===== config.mk =====
export PLATFORM = sky130hd
export DESIGN_NAME = acq_sequencer
export DESIGN_NICKNAME = d
export VERILOG_FILES = /design/src/rtl/acq_sequencer.sv
export SDC_FILE = /design/constraint.sdc
export NUM_CORES = 1
export LEC_CHECK = 0
export CORE_UTILIZATION = 55
export DETAILED_ROUTE_END_ITERATION = 10
export PLACE_DENSITY = 0.92
export SYNTH_ARGS = -nofsm -noshare
export SYNTH_HDL_FRONTEND = slang
export SYNTH_SLANG_ARGS = --single-unit

===== constraint.sdc =====
create_clock -name clk -period 8.2 [get_ports clk]
set_clock_uncertainty 0.15 [all_clocks]
set_input_delay 1.64 -clock clk [delete_from_list [all_inputs] [get_ports clk]]
set_output_delay 1.64 -clock clk [all_outputs]
set_load 0.01 [all_outputs]

===== src/rtl/acq_sequencer.sv =====
`default_nettype none
// ============================================================================
//  Module      : acq_sequencer
//  Description : Acquisition sequencer. On an accepted trigger, snapshots the
//                sensor enable mask, issues one start pulse per enabled sensor
//                in ascending slot order, then waits for every started sensor
//                to report done (rising edge) or for a timeout. It reports
//                completion, elapsed time, sticky timeout flags and a
//                saturating count of triggers rejected while busy.
//  Revision    : 1.0 - initial release
// ----------------------------------------------------------------------------
//  Ports
//    clk            in   1       clock, rising edge
//    rst_n          in   1       asynchronous active-low reset
//    trigger        in   1       one-cycle acquisition request
//    en_bits        in   N_SENS  sensor enable mask (sampled on acceptance)
//    done           in   N_SENS  per-sensor done level (rising edge counts)
//    timeout_limit  in   TW      wait timeout in cycles, 0 = no timeout
//    clr_status     in   1       clears timeout_flags and overrun_count
//    start          out  N_SENS  one-cycle start pulse per sensor
//    busy           out  1       sequencer not idle
//    cycle_done     out  1       one-cycle completion pulse
//    timeout_flags  out  N_SENS  sticky per-sensor timeout flags
//    cycle_time     out  TW      timer value latched at completion
//    overrun_count  out  TW      saturating count of rejected triggers
// ============================================================================
module acq_sequencer #(
    parameter int N_SENS = 10,
    parameter int TW     = 16
) (
    input  logic              clk,
    input  logic              rst_n,
    input  logic              trigger,
    input  logic [N_SENS-1:0] en_bits,
    input  logic [N_SENS-1:0] done,
    input  logic [TW-1:0]     timeout_limit,
    input  logic              clr_status,
    output logic [N_SENS-1:0] start,
    output logic              busy,
    output logic              cycle_done,
    output logic [N_SENS-1:0] timeout_flags,
    output logic [TW-1:0]     cycle_time,
    output logic [TW-1:0]     overrun_count
);

    localparam logic [1:0] c_IDLE     = 2'd0;
    localparam logic [1:0] c_LAUNCH   = 2'd1;
    localparam logic [1:0] c_WAIT     = 2'd2;
    localparam logic [1:0] c_COMPLETE = 2'd3;

    localparam int                c_IW        = (N_SENS > 1) ? $clog2(N_SENS) : 1;
    localparam logic [c_IW-1:0]   c_LAST_SLOT = c_IW'(N_SENS - 1);
    localparam logic [c_IW-1:0]   c_SLOT_ONE  = c_IW'(1);
    localparam logic [N_SENS-1:0] c_CH_ONE    = N_SENS'(1);
    localparam logic [TW-1:0]     c_TW_ONE    = TW'(1);
    localparam logic [TW-1:0]     c_TW_MAX    = {TW{1'b1}};

    logic [1:0]        r_state;
    logic [1:0]        w_next_state;
    logic [c_IW-1:0]   r_slot;
    logic [c_IW-1:0]   w_slot_next;
    logic [N_SENS-1:0] r_en_snap;
    logic [N_SENS-1:0] r_pending;
    logic [N_SENS-1:0] r_done_q;
    logic [TW-1:0]     r_timer;
    logic [N_SENS-1:0] r_start;
    logic [N_SENS-1:0] w_next_start;
    logic              r_busy;
    logic              r_cycle_done;
    logic [N_SENS-1:0] r_timeout_flags;
    logic [TW-1:0]     r_cycle_time;
    logic [TW-1:0]     r_overrun_count;

    logic              w_accept;
    logic              w_overrun;
    logic              w_timeout;
    logic              w_to_complete;
    logic [N_SENS-1:0] w_done_rise;
    logic [N_SENS-1:0] w_pending_kept;
    logic [TW-1:0]     w_timer_inc;
    logic [TW-1:0]     w_ov_base;
    logic [TW-1:0]     w_ov_next;
    logic [N_SENS-1:0] w_flags_next;

    assign w_accept       = (r_state == c_IDLE) && trigger && (en_bits != '0);
    assign w_overrun      = trigger && (r_state != c_IDLE);
    assign w_done_rise    = done & ~r_done_q;
    // A done edge on a pending channel wins over a coincident timeout.
    assign w_pending_kept = r_pending & ~w_done_rise;
    assign w_timeout      = (r_state == c_WAIT) && (timeout_limit != '0) &&
                            (r_timer >= timeout_limit) && (r_pending != '0);
    assign w_to_complete  = (w_next_state == c_COMPLETE);
    assign w_timer_inc    = (r_timer == c_TW_MAX) ? r_timer : r_timer + c_TW_ONE;
    assign w_slot_next    = r_slot + c_SLOT_ONE;

    // Clear first, then apply any set event from the same cycle.
    assign w_ov_base      = clr_status ? '0 : r_overrun_count;
    assign w_ov_next      = (w_overrun && (w_ov_base != c_TW_MAX)) ?
                            w_ov_base + c_TW_ONE : w_ov_base;
    assign w_flags_next   = (clr_status ? '0 : r_timeout_flags) |
                            (w_timeout ? w_pending_kept : '0);

    // ------------------------------------------------------------------------
    // State register
    // ------------------------------------------------------------------------
    always_ff @(posedge clk or negedge rst_n) begin
        if (!rst_n) begin
            r_state <= c_IDLE;
        end else begin
            r_state <= w_next_state;
        end
    end

    // ------------------------------------------------------------------------
    // Next-state and next start vector. start is registered, so the pulse
    // for slot k is prepared on the edge that enters slot k.
    // ------------------------------------------------------------------------
    always_comb begin
        w_next_state = r_state;
        w_next_start = '0;
        case (r_state)
            c_IDLE: begin
                if (w_accept) begin
                    w_next_state = c_LAUNCH;
                    w_next_start = en_bits & c_CH_ONE;
                end
            end
            c_LAUNCH: begin
                if (r_slot == c_LAST_SLOT) begin
                    w_next_state = c_WAIT;
                end else begin
                    w_next_start = r_en_snap & (c_CH_ONE << w_slot_next);
                end
            end
            c_WAIT: begin
                if ((r_pending == '0) || w_timeout) begin
                    w_next_state = c_COMPLETE;
                end
            end
            c_COMPLETE: begin
                w_next_state = c_IDLE;
            end
            default: begin
                w_next_state = c_IDLE;
            end
        endcase
    end

    // ------------------------------------------------------------------------
    // Datapath and registered outputs
    // ------------------------------------------------------------------------
    always_ff @(posedge clk or negedge rst_n) begin
        if (!rst_n) begin
            r_slot          <= '0;
            r_en_snap       <= '0;
            r_pending       <= '0;
            r_done_q        <= '0;
            r_timer         <= '0;
            r_start         <= '0;
            r_busy          <= 1'b0;
            r_cycle_done    <= 1'b0;
            r_timeout_flags <= '0;
            r_cycle_time    <= '0;
            r_overrun_count <= '0;
        end else begin
            r_done_q        <= done;
            r_start         <= w_next_start;
            r_busy          <= (w_next_state != c_IDLE);
            r_cycle_done    <= w_to_complete;
            r_timeout_flags <= w_flags_next;
            r_overrun_count <= w_ov_next;

            if (w_to_complete) begin
                r_cycle_time <= r_timer;
            end

            if (w_accept) begin
                r_en_snap <= en_bits;
                r_pending <= '0;
                r_timer   <= '0;
                r_slot    <= '0;
            end else begin
                case (r_state)
                    c_LAUNCH: begin
                        // A channel becomes pending the cycle after its
                        // start pulse, so an edge coincident with start is
                        // not counted.
                        r_pending <= w_pending_kept | r_start;
                        r_timer   <= w_timer_inc;
                        if (r_slot != c_LAST_SLOT) begin
                            r_slot <= w_slot_next;
                        end
                    end
                    c_WAIT: begin
                        r_pending <= w_timeout ? '0 : w_pending_kept;
                        // Timer holds on the exit edge so cycle_time and
                        // timer agree during COMPLETE.
                        if (!w_to_complete) begin
                            r_timer <= w_timer_inc;
                        end
                    end
                    default: begin
                        r_pending <= r_pending;
                    end
                endcase
            end
        end
    end

    assign start         = r_start;
    assign busy          = r_busy;
    assign cycle_done    = r_cycle_done;
    assign timeout_flags = r_timeout_flags;
    assign cycle_time    = r_cycle_time;
    assign overrun_count = r_overrun_count;

endmodule
`default_nettype wire

# == Yosys cells after proc, flatten, opt, wreduce, memory -nomap -nowiden ==
# Index checks and enable logic that the tools add are counted.
# classes
n_addsub,3
n_mul,0
n_div,0
magnitude_cmp,1
eq_ne,9
shift,1
mux,21
bitwise_logic,7
reduce_logical,20
# ops
op,count
$mux W16,5
$mux W10,5
$pmux W10 S2,2
$add A16 B1 Y16 const B,2
$pmux W16 S2,1
$and A10 B10 Y10,3
$not A10 Y10,2
$or A10 B10 Y10,2
$reduce_bool A10 Y1,2
$eq A16 B16 Y1 const B,1
$ge A16 B16 Y1,1
$ne A16 B16 Y1 const B,1
$reduce_bool A16 Y1,1
$mux W4,3
$logic_not A10 Y1,1
$shl A1 B4 Y10 const A,1
$pmux W2 S4,1
$reduce_bool A2 Y1,4
$logic_and A1 B1 Y1,7
$eq A2 B2 Y1 const B,3
$mux W2,3
$add A4 B1 Y4 const B,1
$eq A4 B4 Y1 const B,1
$ne A4 B4 Y1 const B,1
other kinds (7),8
# totals
regBits,106
latch_bits,0
ramBits,0
rom_bits,0
input_bits,40
output_inout_bits,54
word_cells,74
memories,0

# == Logic depth before layout (Yosys ltp) ==
# logic_depth
ltp_word,11
depth_mapped,10

# == Worst setup path after synthesis ==
# OpenSTA, ideal clock, no wires.
# synth_path
kind,input port to flip-flop
start,in timeout_limit[0]
end,reg r_cycle_time[9] (netlist: cycle_time[9])
setup_ps,128
t_arrival_ps,3558
required_time_ps,7922
slack_ps,4364
path_stages,8
n_path_buf,1
cell_sequence,ha_1 > nand2b_4 > a2111o_1 > a32o_2 > o211ai_4 > nand2_4 > buf_2 > mux2_1
# synth_between
elab_chain_len,8
word_cells_on_any_way,9
# synth_lines
element,line,rtl
"start, declared",36,"input logic [TW-1:0] timeout_limit,"
"parallel branches: the longest is 2 deep, another holds $ge A16 B16 Y1",--,
$logic_and A1 B1 Y1 *,90,assign w_timeout = (r_state == c_WAIT) && (timeout_limit != '0) &&
$logic_and A1 B1 Y1 *,91,(r_timer >= timeout_limit) && (r_pending != '0);
$logic_or A1 B1 Y1 *,136,if ((r_pending == '0) || w_timeout) begin
$mux W2 *,136,
$pmux W2 S4 *,121,case (r_state)
$eq A2 B2 Y1 *,92,assign w_to_complete = (w_next_state == c_COMPLETE);
net w_to_complete,77,logic w_to_complete;
"end signal, assigned",174,r_cycle_time <= r_timer;
"end, declared",71,logic [TW-1:0] r_cycle_time;
# Mark *: on every way through the listed nets, which the timed path passes.
# A chain may end at the register's enable or synchronous reset.

# == Final worst setup path ==
# layout_path
start,in en_bits[7]
end,reg r_timer[8]
# layout_between
elab_chain_len,7
word_cells_on_any_way,9
# layout_lines
element,line,rtl
"start, declared",34,"input logic [N_SENS-1:0] en_bits,"
$reduce_bool A10 Y1 *,85,assign w_accept = (r_state == c_IDLE) && trigger && (en_bits != '0);
$logic_and A1 B1 Y1 *,85,
$mux W2,123,if (w_accept) begin
$pmux W2 S4,121,
$eq A2 B2 Y1,92,
$ne A3 B3 Y1 (no line),--,
$reduce_and A2 Y1 (no line),--,
"end signal, assigned",189,r_timer <= w_timer_inc;
"end signal, assigned",199,r_timer <= w_timer_inc;
"end, declared",65,logic [TW-1:0] r_timer;
# Mark *: on every way between the ends. The rest lies on a longest branch, timed or not.

==> flow_metrics.py <==
metrics = {
    "global_routing": {
        "grt_pass1_vias": 4314,
        "grt_pass1_wl_mm": 20.5,
        "grt_max_degree": 71,
        "grtUsageTotal": 0.267,
        "antenna_found_initial": 0,
        "overflow": 0,
    },
    "setup_path": {
        "setup.worst_path.start_class": "primary input",
        "cp.arrival_ns": 4.68,
        "critPathBufInv": 1,
        "cpPeakStageDelay_ns": 1.03,
        "crit_fanout": 19,
        "path_cells": "clkdlybuf4s50_1 -> or4_1 -> o41ai_2 -> nand2b_1 -> o211ai_1 -> o31ai_1",
        "slowest_stage": "o41ai_2",
        "cp_data_required_time_ns": 8.34,
        "crit_family": "compound AO/OA/AOI/OAI gates",
        "critPathKind": "primary input to register",
        "end_kind": "register",
    },
    "clock_network": {
        "cts-htree-levels": 3,
        "cts.clk_slew.worst_paths_ns": 0.10,
        "cts.sinks": 106,
        "cts_tree": "done",
        "cts_resized": 0,
        "clock_latency_ns": 0.38,
        "clockBufferDepth": 2,
        "cts_setup_buffers": 0,
        "clockRootBuffer": "clkbuf_8",
        "numCtsBuffers": 9,
        "holdBufCountCts": 0,
    },
    "detailed_routing": {
        "drtAntennaViolNets": 0,
        "num_vias": 4217,
        "avgViaCountPerCell": 5.80,
        "dr.pass1.iters": 4,
        "routedWlPerCell_um": 17.2,
        "wirelength_mm": 12.5,
        "first_iter_violations": 372,
        "route.detailed.drc": 0,
    },
    "yosys": {
        "synth_edf_count": 0,
        "avgSynthCellArea_sq_um": 10.3,
        "ys_types": 49,
        "yosys_register_bits": 106,
        "yosysSeqAreaShare": 0.507,
        "netlist_area_sq_um": 5240,
        "mappedNetlistNets": 570,
        "syn-instance-count": 506,
        "yosysWarnings": 0,
        "ys.flop_type": "dfrtp_1",
        "async_flop_share": 1.00,
    },
    "cells_and_area": {
        "drive_gt1_frac": 0.0886,
        "nets": 657,
        "antenna_cells": 0,
        "fin_area_sq_um": 6440,
        "n_fill_cell": 678,
        "area_growth_pct": 23.0,
    },
    "floorplanning": {
        "io_pins": 94,
        "fp.dieW_um": 99.6,
        "die_h_um": 99.6,
        "row_count": 35,
        "core_area_sq_um": 9240,
        "start_util": 0.567,
        "dieArea_sq_um": 9920,
    },
    "outcome": {
        "status": "finished clean",
    },
    "power_and_ir_drop": {
        "power_density_nw_per_um2": 232,
        "leakage_nw": 2.95,
        "ir_worst_vdd_uv": 209,
    },
    "placed_design": {
        "port_buffers": 93,
        "dpl.hpwl_mm": 9.15,
        "gp_congestion": 0.885,
        "post_dp_cell_area_sq_um": 6270,
    },
    "min_path": {
        "hold_path.class": "register to register",
    },
    "sta": {
        "fmax_mhz": 220,
        "finalSetupViolCount": 0,
        "fin_crit_ns": 4.54,
        "rsz0062_at_grt": "no",
        "maxSlewViolCount": 0,
        "fin_hold_ws_ns": 0.335,
        "tns_ns": 0,
        "max_slew_margin": 0.188,
        "final.period_utilization": 0.554,
        "tightest_slew_ns": 1.20,
        "finalHoldViolations": 0,
    },
    "run": {
        "cap_violations": 0,
    },
}
==> worst register-to-register path, stage by stage, from the launching register on <==
cell and delay [ns]:
dfrtp_1 0.44, inv_1 0.09, ha_1 0.28, nand2b_4 0.14, a2111o_1 0.43, a32o_2 0.31, o211a_4 0.33, or4_1 0.54
a21oi_1 0.16
==> layout by cell type, fill, tap and decap left out, drive strengths merged, types with 2 or more instances in the layout <==
cell type      netlist  routed
clkdlybuf4s50        0      92
or3                  5       5
nand3               15      15
nor4                 8       8
buf                  7       3
clkinvlp             0       2
mux2i                4       4
nor2b               10      10
xor2                10      10
and4b                3       3
o21ai               22      22
nand2b               8       8
o211ai               3       3
dfrtp              106     106
clkbuf              12       9
mux2                27      27
nand2               59      59
o31ai               17      17
nand4               11      11
inv                 42      45
nand4b               2       2
and3                15      15
ha                  24      24
nor2                23      23
xnor2               10      10
a32oi               10      10
or4                  7       7
o22ai               10      10
clkinv               0       2
nor3                 3       3
a21oi               16      16
a31oi                2       2
and2                 2       2
==> sequential cells by signal, summed over array words and instances (netlist names) <==
name           count
busy               1
cycle_done         1
cycle_time        16
overrun_count     16
r_done_q          10
r_en_snap         10
r_pending         10
r_slot             4
r_state            2
r_timer           16
start             10
timeout_flags     10
==> power by group <==
group | switching [mW] | internal, mW
logic | 0.259 | 0.220
registers | 0.0991 | 0.622
clock network | 0.183 | 0.113
==> layout make-up <==
| class | instances | area (sq um) | area share |
|---|---|---|---|
| clock buffers | 9 | 124 | 0.0192 |
| repair buffers | 95 | 943 | 0.146 |
| well taps | 129 | 161 | 0.0251 |
| inverters | 42 | 158 | 0.0245 |
| multi-input cells | 339 | 2350 | 0.365 |
| clock inverters | 7 | 51.3 | 0.00796 |
| flip-flops and latches | 106 | 2650 | 0.412 |
==> layer usage <==
metal / vias to the layer above / GRT usage / routed length (um)
met4: 0 / 0.113 / 350
met5: - / 0 / 0
met1: 2059 / 0.321 / 5160
li1: 1965 / - / -
met3: 33 / 0.0541 / 600
met2: 160 / 0.469 / 6380
==> logic make-up after synthesis <==
family | Yosys count | share of synthesized area
AO/OA/AOI/OAI | 89 | 0.116
XOR/XNOR | 20 | 0.0335
adder cells (fa/ha/maj) | 24 | 0.0573
buffers and inverters | 61 | 0.0466
flip-flops | 106 | 0.507
multiplexers | 31 | 0.0657
AND/OR/NAND/NOR | 175 | 0.174
==> cells in the mapped netlist, types with 12 or more instances <==
cell / instances / area share
dfrtp_1: 106 / 0.51
nand2_1: 58 / 0.042
inv_1: 42 / 0.030
mux2_2: 26 / 0.056
ha_1: 24 / 0.057
nor2_1: 23 / 0.016
o21ai_0: 21 / 0.020
o31ai_1: 17 / 0.024
a21oi_1: 16 / 0.015
and3_1: 15 / 0.018
nand3_1: 15 / 0.014
clkbuf_1: 12 / 0.0086
==> through the flow <==
step                instances  total power [mW]  worst slack [ns]   util
floorplan                 506             0.998              4.36      -
global placement          711              1.17              3.56  0.678
detailed placement        711              1.20              3.37  0.678
CTS                       727              1.49              3.74  0.697
global route              727              1.58              3.56  0.697
finish                    727              1.50              3.66  0.697
==> worst paths after layout <==
| kind | start | to | slack (ns) | cells past startpoint |
|---|---|---|---|---|
| setup / recovery | en_bits[7] | r_timer[8]$_DFFE_PN0P_ | 3.66 | 6 |
| hold / removal | r_en_snap[5]$_DFFE_PN0P_ | r_en_snap[5]$_DFFE_PN0P_ | 0.34 | 2 |
| setup reg to reg | r_timer[0]$_DFFE_PN0P_ | r_timer[12]$_DFFE_PN0P_ | 5.26 | 8 |
| hold reg to reg | r_en_snap[5]$_DFFE_PN0P_ | r_en_snap[5]$_DFFE_PN0P_ | 0.34 | 2 |
| max in group asynchronous | rst_n | r_en_snap[3]$_DFFE_PN0P_ | 5.62 | 2 |
| min in group asynchronous | rst_n | overrun_count[7]$_DFF_PN0_ | 1.06 | 1 |
(Power assumes the default switching activity.)
